<file path="src/rtl/pwm_multi_channel.sv">
`default_nettype none
// ============================================================================
// Module      : pwm_multi_channel
// Description : N-channel PWM engine with a load-pulse slot sequencer and
//               frame-synchronous shadow registers, optional duty fading.
// Revision    : 1.0 - initial release
// ============================================================================

module pwm_multi_channel #(
    parameter int N_CH       = 3,
    parameter int WIDTH      = 8,
    parameter int PERIOD_RST = 63,
    parameter int OUT_INV    = 0
) (
    input  logic             clk,
    input  logic             rst_n,
    input  logic             load_pulse,
    input  logic [WIDTH-1:0] din,
    input  logic             fade_en,
    output logic [N_CH:0]    slot_onehot,
    output logic [N_CH-1:0]  pwm_out,
    output logic             frame_tick,
    output logic             pending
);

    localparam logic [WIDTH-1:0] c_period_rst = WIDTH'(PERIOD_RST);
    localparam logic [WIDTH-1:0] c_one        = WIDTH'(1);
    localparam logic             c_out_inv    = (OUT_INV != 0);

    logic [N_CH:0]      r_slot_onehot;
    logic [WIDTH-1:0]   r_cnt;
    logic [WIDTH-1:0]   r_period_staged;
    logic [WIDTH-1:0]   r_period_active;
    logic               r_pending;

    logic [N_CH-1:0]    w_duty_diff;
    logic [N_CH-1:0]    w_pwm;
    logic               w_frame_tick;
    logic               w_any_diff;

    assign w_frame_tick = (r_cnt == r_period_active);
    assign w_any_diff   = (|w_duty_diff) || (r_period_staged != r_period_active);

    // Slot pointer is kept one-hot and rotated; bit0 addresses the period.
    always_ff @(posedge clk or negedge rst_n) begin
        if (!rst_n) begin
            r_slot_onehot   <= {{N_CH{1'b0}}, 1'b1};
            r_cnt           <= '0;
            r_period_staged <= c_period_rst;
            r_period_active <= c_period_rst;
            r_pending       <= 1'b0;
        end else begin
            if (load_pulse) begin
                r_slot_onehot <= {r_slot_onehot[N_CH-1:0], r_slot_onehot[N_CH]};
            end
            if (load_pulse && r_slot_onehot[0]) begin
                r_period_staged <= din;
            end
            if (w_frame_tick) begin
                r_cnt           <= '0;
                r_period_active <= r_period_staged;
            end else begin
                r_cnt <= r_cnt + c_one;
            end
            r_pending <= w_any_diff;
        end
    end

    for (genvar i = 0; i < N_CH; i++) begin : g_ch
        logic [WIDTH-1:0] r_staged;
        logic [WIDTH-1:0] r_active;
        logic [WIDTH-1:0] w_fade_next;
        logic             r_level;

        // One count toward the target; equal values hold, so no wrap is possible.
        always_comb begin
            w_fade_next = r_active;
            if (r_active < r_staged) begin
                w_fade_next = r_active + c_one;
            end else if (r_active > r_staged) begin
                w_fade_next = r_active - c_one;
            end
        end

        always_ff @(posedge clk or negedge rst_n) begin
            if (!rst_n) begin
                r_staged <= '0;
                r_active <= '0;
                r_level  <= c_out_inv;
            end else begin
                if (load_pulse && r_slot_onehot[i+1]) begin
                    r_staged <= din;
                end
                if (w_frame_tick) begin
                    r_active <= fade_en ? w_fade_next : r_staged;
                end
                r_level <= (r_cnt < r_active) ^ c_out_inv;
            end
        end

        assign w_duty_diff[i] = (r_staged != r_active);
        assign w_pwm[i]       = r_level;
    end

    assign slot_onehot = r_slot_onehot;
    assign pwm_out     = w_pwm;
    assign frame_tick  = w_frame_tick;
    assign pending     = r_pending;

endmodule

`default_nettype wire

</file>
<file path="config.mk">
export PLATFORM = sky130hd
export DESIGN_NAME = pwm_multi_channel
export DESIGN_NICKNAME = d
export VERILOG_FILES = /design/src/rtl/pwm_multi_channel.sv
export SDC_FILE = /design/constraint.sdc
export NUM_CORES = 1
export LEC_CHECK = 0
export BUFFER_PORTS_ARGS = -buffer_cell sky130_fd_sc_hd__buf_2
export CORE_MARGIN = 10
export CORE_UTILIZATION = 45
export DETAILED_ROUTE_END_ITERATION = 10
export SYNTH_ARGS = -nofsm -noshare
export SYNTH_HDL_FRONTEND = slang
export SYNTH_SLANG_ARGS = --single-unit
</file>
<file path="constraint.sdc">
create_clock -name clk -period 9.1 [get_ports clk]
set_input_delay 0.91 -clock clk [delete_from_list [all_inputs] [get_ports clk]]
set_output_delay 0.91 -clock clk [all_outputs]
set_load 0.05 [all_outputs]
</file>
==> flow_summary_export.csv, run 1 <==
group,metric,value,unit
outcome,outcome,"completed",
timing,final.setup.tns,0,ps
timing,worst_pin_slew,817,ps
logic_synthesis,ys_seq_area_share,37.0,%
detailed_routing,routed_wl,12000,microns
critical_path,path_class,"reg -> reg",
global_route,grt_pass1_vias,3867,
critical_path,cp_slowest_cell,"or4b_1",
die,design.die.area,16900,sq um
finish,multi_input_area,3150,sq um
finish,nets,631,
logic_synthesis,synth_edf_count,0,
timing,fin_crit,3370,ps
critical_path,r2r-start,"g_ch[1].r_active[2]",
detailed_routing,top_layer_used,"met4",
detailed_routing,drt_pass1_iterations,4,
logic_synthesis,syn-num-nets,612,
global_route,grt_max_degree,66,
critical_path,rr_endpoint,"g_ch[1].r_active[7]",
critical_path,cp_slowest_stage_delay,470,ps
cts,cts_resized,0,
logic_synthesis,yosys.cell_types.count,50,
logic_synthesis,synthCells,530,
logic_synthesis,async_flop_share,100,%
critical_path,crit_family,"compound AO/OA/AOI/OAI gates",
critical_path,cp.required,9370,ps
cts,cts_buffers,9,
logic_synthesis,syn-cell-area,5450,sq um
die,start_util,45.8,%
logic_synthesis,ys.flop_type,"dfrtp_1",
die,io_pins,21,
critical_path,worst_setup_path_start_kind,"flip-flop",
critical_path,path_common_cell,"ha_1",
global_route,grt_pass1_wl,19900,microns
logic_synthesis,synthTopCellsByArea,"dfrtp_1, ha_1, mux2_2",
critical_path,crit_buf_inv,1,
finish,regArea,2020,sq um
cts,clk_latency,340,ps
detailed_routing,drc,0,
detailed_routing,ant_nets,0,
logic_synthesis,avgSynthCellArea,10.3,sq um
cts,clockBufferDepth,2,
die,core,11900,sq um
cts,cts.sinks,80,
critical_path,critPathMaxFanout,8,
detailed_routing,wl_met3,387,microns
global_route,antenna_found_initial,0,
critical_path,critical_path_arrival,3640,ps
critical_path,r2r_cells,12,
detailed_routing,viasPerCell,5.54,
worst_hold_path,hold_path_class,"in -> async",
timing,hold_violations,0,
finish,fill_cells,1083,
finish,drive_above_1_share,18.6,%
critical_path,cp-end-kind,"flip-flop",
cts,cts.htree.levels,3,
cts,cts_root_buf,"clkbuf_16",
logic_synthesis,yosysTopAreaCell,"dfrtp_1",
die,die_w,130,microns
finish,area_delta_synth_final,9.94,%
timing,rsz0062_at_grt,"no",
detailed_routing,routedLengthMet1,5840,microns
place,finalWeightedCongestion,0.851,
flow_run,maxCapViolations,0,
die,die_y,130,microns
place,numPortBuffers,20,
critical_path,worstPathCellList,"ha_1 -> and4b_1 -> a211o_1 -> a21oi_4 -> inv_1 -> ha_1 -> a21oi_1 -> o211ai_1 -> o41ai_4 -> xnor2_1 -> or4b_1 -> nand3_1",
detailed_routing,drt_iter0_drc,166,
cts,cts_tree,"done",
global_route,grt_overflow,0,
logic_synthesis,synth_top_area_share,30.8,%
timing,setup_violations,0,
cts,cts_hold_buf,0,
finish,diodes,0,
timing,drv_slew,0,
timing,fin_skew,7.08,ps
logic_synthesis,ys_ff_latch,80,
critical_path,ff2ff_setup_slack,5730,ps
detailed_routing,vias,3885,
timing,slew_headroom,45.5,%
timing,final.period_utilization,37.1,%
critical_path,crit_cells,12,
cts,post-cts-setup-buffer-count,0,
detailed_routing,wl_met2,5650,microns
logic_synthesis,yosys_warnings,0,
cts,path_clk_slew,60,ps
die,rows,40,
logic_synthesis,ys_top_cells_by_count,"dfrtp_1, ha_1, inv_1",
global_route,grtUsageTotal,15.0,%
place,dpl.hpwl,8600,microns
detailed_routing,routedWlPerCell,17.1,microns
timing,fmax,296,MHz
[final cells by class]
class / count / area share (%)
Multi-Input combinational cell: 379 / 52.5
Sequential cell: 80 / 33.7
Clock buffer: 11 / 4.05
Inverter: 56 / 3.51
Tap cell: 147 / 3.07
Timing Repair Buffer: 23 / 2.09
Clock inverter: 5 / 1.09
[registers in the layout, indices dropped and copies added (netlist names)]
| register | cells |
|---|---|
| g_ch.r_active | 24 |
| g_ch.r_level | 3 |
| g_ch.r_staged | 24 |
| pending | 1 |
| r_cnt | 8 |
| r_period_active | 8 |
| r_period_staged | 8 |
| slot_onehot | 4 |
[worst register-to-register path: cells and delay by family (launching register included)]
family	cells	cell delay [ps]
flip-flops	1	420
AO/OA/AOI/OAI	5	1180
buffers and inverters	1	180
adder cells (fa/ha/maj)	2	630
XOR/XNOR	1	130
AND/OR/NAND/NOR	3	780
[metal layers]
layer  vias to the layer above  global-route usage [%]
li1                       1916                       -
met5                         -                       0
met1                      1905                    20.9
met3                         9                    2.68
met4                         0                    3.70
met2                        55                    23.5
[placed cells by master, fill, tap and decap left out, types with 19 or more instances in the layout]
cell type,instances
a21o_1,19
buf_2,19
dfrtp_1,67
ha_1,67
inv_1,56
mux2_2,40
nand2_1,31
nand3_1,22
nor2_1,19
o21ai_0,27
xnor2_1,28
[metrics by stage]
stage               utilization (%)  hold WS (ps)  worst slack, ps  cells  area (sq um)
CTS                            50.3           428             5720    701          5990
floorplan                         -           479             6040    530          5450
detailed placement             47.7           486             5750    685          5680
finish                         50.3           428             5730    701          5990
global placement               47.7           482             5810    685          5680
global route                   50.3           431             5480    701          5990
[how the worst max path moves through the flow]
stage | endpoint | slack [ps] | from
floorplan | g_ch[1].r_active[7] | 6040 | g_ch[1].r_active[2]
global route | g_ch[1].r_active[7] | 5480 | g_ch[1].r_staged[2]
detailed placement | g_ch[1].r_active[7] | 5750 | g_ch[1].r_active[2]
CTS | g_ch[1].r_active[7] | 5720 | g_ch[1].r_active[2]
finish | g_ch[1].r_active[7] | 5730 | g_ch[1].r_active[2]
global placement | g_ch[1].r_active[7] | 5810 | g_ch[1].r_active[2]
[cell families after synthesis]
group / Yosys count / share of synthesized area, %
simple gates: 115 / 11.2
compound gates: 102 / 13.0
flops: 80 / 37.0
buf+inv: 71 / 5.23
fa+ha+maj: 70 / 16.5
mux: 55 / 11.0
xor+xnor: 37 / 6.08
Power of run 1 is not shown: default switching activity piles up to over one toggle a cycle in this logic, so the estimate is an artifact.
==> inputs of run 2 (changes only) <==
clock period = 3.44 ns   (was 9.1 ns; I/O delays follow)
==> run 2 against run 1 <==
Compared with the run above:
- critical path depth did not move
- largest cell class unchanged
- non-clock buffer count rose by 7
- highest routed layer unchanged
- wire length rose by 0.10%
- worst hold slack got worse by 330 ps
==> flow_summary_export.csv, run 2 (same netlist as run 1, synthesis figures left out) <==
group,metric,value,unit
outcome,outcome,"completed",
die,io_pins,21,
critical_path,cp.required,3720,ps
power,power_switching,0.00308,W
die,rows,40,
global_route,grt_pass1_wl,20000,microns
critical_path,cp_slowest_cell,"or4b_1",
cts,cts.sinks,80,
global_route,grt_overflow,0,
cts,cts_buffers,9,
critical_path,crit_buf_inv,1,
finish,reg_top3,"g_ch.r_active: 24 flops, g_ch.r_staged: 24 flops",
detailed_routing,drt_iter0_drc,152,
finish,layout_commonest_cell,"dfrtp_1",
detailed_routing,vias,3880,
critical_path,critPathMaxFanout,8,
finish,fill_cells,1108,
critical_path,cp_slowest_stage_delay,470,ps
global_route,grtUsageTotal,15.2,%
finish,final_core_util,51.1,%
place,numPortBuffers,20,
flow_run,maxCapViolations,0,
power,power.leakage,2.92,nW
timing,rsz0062_at_grt,"yes",
detailed_routing,drt_pass1_iterations,4,
power,pwr-share-seq,26.6,%
global_route,grt_max_degree,63,
power,power,0.00713,W
timing,final.period_utilization,95.1,%
power,p_comb_share,60.2,%
global_route,antenna_found_initial,0,
cts,cts.htree.levels,3,
timing,drv_slew,0,
timing,setup_violations,0,
die,start_util,45.8,%
cts,clockBufferDepth,2,
timing,fmax,306,MHz
critical_path,path_class,"reg -> reg",
finish,diodes,0,
die,die_y,130,microns
critical_path,crit_family,"compound AO/OA/AOI/OAI gates",
timing,fin_skew,5.41,ps
detailed_routing,drc,0,
cts,clk_latency,350,ps
power,ir_drop,572,uV
cts,path_clk_slew,60,ps
detailed_routing,viasPerCell,5.48,
global_route,grt_pass1_vias,3949,
detailed_routing,routedWlPerCell,16.9,microns
die,design.die.area,16900,sq um
finish,fin_area,6080,sq um
die,die_w,130,microns
finish,area_delta_synth_final,11.6,%
critical_path,worstPathCellList,"ha_1 -> and4b_1 -> a211o_1 -> a21oi_4 -> inv_2 -> ha_1 -> nand3_1 -> o211ai_1 -> o41ai_4 -> xnor2_1 -> or4b_1 -> nand3_1",
critical_path,cp-end-kind,"flip-flop",
place,finalWeightedCongestion,0.816,
timing,fin_crit,3270,ps
power,clockPowerShare,13.2,%
place,place_area,5710,sq um
timing,slew_headroom,43.9,%
timing,final.setup.tns,0,ps
power,switching_share,43.2,%
worst_hold_path,hold_path_class,"in -> async",
power,powerDensity,1170,nW/um^2
detailed_routing,ant_nets,0,
cts,cts_hold_buf,0,
critical_path,critical_path_arrival,3550,ps
timing,worst_pin_slew,841,ps
die,core,11900,sq um
power,p_int,0.00405,W
finish,drive_above_1_share,20.9,%
cts,cts_root_buf,"clkbuf_16",
finish,nets,638,
place,dpl.hpwl,8720,microns
critical_path,worst_setup_path_start_kind,"flip-flop",
cts,cts_tree,"done",
finish,final_cell_mix,"dfrtp_1, ha_1, inv_1, mux2_2, nand2_1",
detailed_routing,routed_wl,12000,microns
timing,hold_violations,0,
[run 2: cell count changes in the layout (fill, tap and decap cells not counted), sizes merged]
cell	delta
buf	+7
bufinv	-1
clkbuf	-1
clkinvlp	+1
inv	+1
[run 2: layer usage]
metal	track usage, %	wire [microns]
met1	19.2	5780
met2	25.5	5750
met3	2.96	316
met4	4.76	157
met5	0	0
[run 2: timing repair]
item                                    4_1_cts  5_1_grt
setup buffers                                 0        3
gates resized for setup                       0        8
endpoints found under the setup margin        0        3
[run 2: power by group through the flow]
stage	Clock (W)	Combinational, W	Sequential, W
after CTS	0.000968	0.00413	0.00189
final	0.000940	0.00429	0.00190
after detailed placement	0	0.00407	0.00191
after global placement	0	0.00398	0.00189
after floorplan	0	0.00334	0.00178
after global routing	0.00101	0.00486	0.00197
[run 2: through the flow]
step                      hold slack (ps)  setup WS (ps)  instances
after floorplan                      48.4            379        530
after global routing                  157          -18.3        708
final                                96.2            168        708
after global placement                480            212        689
after detailed placement              491            149        689
after CTS                             121           99.8        705
[run 2: area by class of cell]
cell class / instances / area (sq um) / share of cell area (%)
timing repair buffer: 30 / 190 / 3.13
clock buffer: 10 / 239 / 3.93
sequential: 80 / 2020 / 33.2
clock inverter: 6 / 51.3 / 0.843
inverter: 56 / 214 / 3.52
multi-input combinational: 379 / 3180 / 52.4
tap: 147 / 184 / 3.02
[run 2: worst reg2reg max path, cell delays in order, from the launching register on]
cell      delay [ps]
dfrtp_1          420
ha_1             330
and4b_1          210
a211o_1          310
a21oi_4          210
inv_2            120
ha_1             380
nand3_1          100
o211ai_1         310
o41ai_4          100
xnor2_1          150
or4b_1           470
nand3_1           90
[run 2: worst paths after layout]
| path | from | endpoint | slack, ps | cells past startpoint |
|---|---|---|---|---|
| worst max-delay path | g_ch[1].r_active[3] | g_ch[1].r_active[7] | 170 | 12 |
| worst min-delay path | rst_n | g_ch[2].r_active[2] | 100 | 1 |
| worst max register to register | g_ch[1].r_active[3] | g_ch[1].r_active[7] | 170 | 12 |
| worst min register to register | g_ch[2].r_staged[6] | g_ch[2].r_staged[6] | 500 | 1 |
| max in group asynchronous | rst_n | r_period_active[2] | 2500 | 2 |
| min in group clk | load_pulse | slot_onehot[0] | 240 | 2 |
(Power assumes the default switching activity.)
==> inputs of run 3 (changes only) <==
PLACE_DENSITY = 0.72   (was default)
clock period = 2.9 ns   (was 3.44 ns; I/O delays follow)
==> run 3 against run 2 <==
Compared with the run above:
- the run now ends with setup timing left
- global-route usage up 1.3 points
- sequential cell count stayed put
- critical endpoint is now g_ch[0].r_active[7]
- cell count rose by 10%
- worst hold slack got worse by 2.9 ps
- die area did not move
- count of clock-buffer cells in the layout unchanged
- clock skew up 4.5 ps
- via count increased by 11%
- cell area is 13% higher
- critical path depth up 1
==> flow_summary_export.csv, run 3 (same netlist as run 1, synthesis figures left out) <==
group,metric,value,unit
outcome,outcome,"complete, but fails checks",
outcome,violations,"setup timing",
global_route,grt_max_degree,81,
finish,regArea,2020,sq um
place,numPortBuffers,20,
die,core,11900,sq um
timing,layout_setup_ws,-180,ps
detailed_routing,routed_wl,13500,microns
finish,multi_input_area,3460,sq um
critical_path,ff2ff_setup_slack,-180,ps
critical_path,path_class,"reg -> reg",
cts,cts.htree.levels,3,
critical_path,r2r-start,"g_ch[0].r_staged[1]",
timing,hold_slack,93.2,ps
cts,cts_root_buf,"clkbuf_16",
detailed_routing,drt_iter0_drc,226,
place,finalWeightedCongestion,0.842,
global_route,antenna_found_initial,0,
critical_path,cp_slowest_stage_delay,460,ps
cts,cts_tree,"done",
finish,diodes,0,
timing,fmax,325,MHz
timing,final.setup.tns,-773,ps
finish,layout_commonest_cell,"buf_4",
timing,drv_slew,0,
timing,rsz0062_at_grt,"yes",
finish,reg_top3,"g_ch.r_active: 24 flops, g_ch.r_staged: 24 flops",
timing,setup_violations,7,
finish,final_core_util,57.8,%
detailed_routing,viasPerCell,5.54,
timing,fin_crit,3080,ps
critical_path,r2r_cells,13,
critical_path,worstPathCellList,"inv_1 -> ha_1 -> and4b_1 -> a211o_1 -> a21oi_4 -> clkinv_4 -> ha_4 -> nand3_2 -> o211ai_1 -> o41ai_2 -> xnor2_1 -> or4b_1 -> nand3_1",
cts,cts.sinks,80,
finish,fill_cells,983,
cts,clockBufferDepth,2,
timing,final.period_utilization,106,%
cts,path_clk_slew,70,ps
finish,drive_above_1_share,35.1,%
cts,clk_latency,340,ps
global_route,grt_pass1_vias,4466,
timing,slew_headroom,33.4,%
flow_run,maxCapViolations,0,
critical_path,worst_setup_path_start_kind,"flip-flop",
die,rows,40,
global_route,grtUsageTotal,16.5,%
critical_path,critPathMaxFanout,6,
critical_path,crit_end,"g_ch[0].r_active[7]",
finish,area_delta_synth_final,26.4,%
die,die_y,130,microns
critical_path,crit_family,"compound AO/OA/AOI/OAI gates",
die,io_pins,21,
timing,fin_skew,9.93,ps
place,dpl.hpwl,9490,microns
global_route,grt_pass1_wl,22100,microns
finish,nets,709,
worst_hold_path,hold_path_class,"in -> async",
critical_path,cp.required,3180,ps
die,die_w,130,microns
detailed_routing,drt_pass1_iterations,4,
cts,cts_hold_buf,0,
die,start_util,45.8,%
timing,worst_pin_slew,998,ps
critical_path,crit_cells,13,
detailed_routing,ant_nets,0,
critical_path,critical_path_arrival,3360,ps
global_route,grt_overflow,0,
timing,hold_violations,0,
critical_path,rr_endpoint,"g_ch[0].r_active[7]",
detailed_routing,vias,4318,
cts,cts_buffers,9,
critical_path,crit_buf_inv,2,
critical_path,cp-end-kind,"flip-flop",
critical_path,worstSetupStartpoint,"g_ch[0].r_staged[1]",
detailed_routing,drc,0,
critical_path,cp_slowest_cell,"or4b_1",
finish,final_cell_mix,"buf_4, dfrtp_1, inv_1, ha_1, mux2_2",
detailed_routing,routedWlPerCell,17.3,microns
die,design.die.area,16900,sq um
## run 3: area by class of cell
type | instances | share of cell area (%)
Clock buffer | 10 | 3.47
Clock inverter | 6 | 0.745
Inverter | 56 | 3.16
Multi-Input combinational cell | 379 | 50.2
Sequential cell | 80 | 29.3
Tap cell | 147 | 2.67
Timing Repair Buffer | 101 | 10.4
## run 3: layer usage
metal / GRT usage (%) / vias to the layer above / share of wire, %
met2: 28.4 / 74 / 50
met4: 5.75 / 0 / 1.4
met5: 0 / - / 0
met1: 20.4 / 2157 / 45
li1: - / 2071 / -
met3: 2.56 / 16 / 3.7
## run 3: how the worst min path moves through the flow
stage                         from                   to  cells past startpoint
CTS                          rst_n  g_ch[0].r_staged[1]                      1
floorplan                    rst_n  g_ch[0].r_active[0]                      0
detailed placement  slot_onehot[0]       slot_onehot[0]                      2
global route                 rst_n  g_ch[0].r_active[1]                      1
finish                       rst_n  g_ch[0].r_staged[0]                      1
global placement    slot_onehot[0]       slot_onehot[0]                      2
## run 3: metrics by stage
step	worst slack (ps)	std cells	area [sq um]
final	-180	779	6890
after global routing	-326	779	6890
after CTS	-114	772	6700
after detailed placement	-158	749	6250
after global placement	-86.5	749	6250
after floorplan	-87.9	530	5540
## run 3: timing repair
| action | in CTS | in global routing |
|---|---|---|
| setup buffers | 7 | 8 |
| pin swaps | 13 | 13 |
| resized for setup | 16 | 23 |
| setup endpoints to repair | 7 | 11 |
Power of run 3 is left out for the same reason.
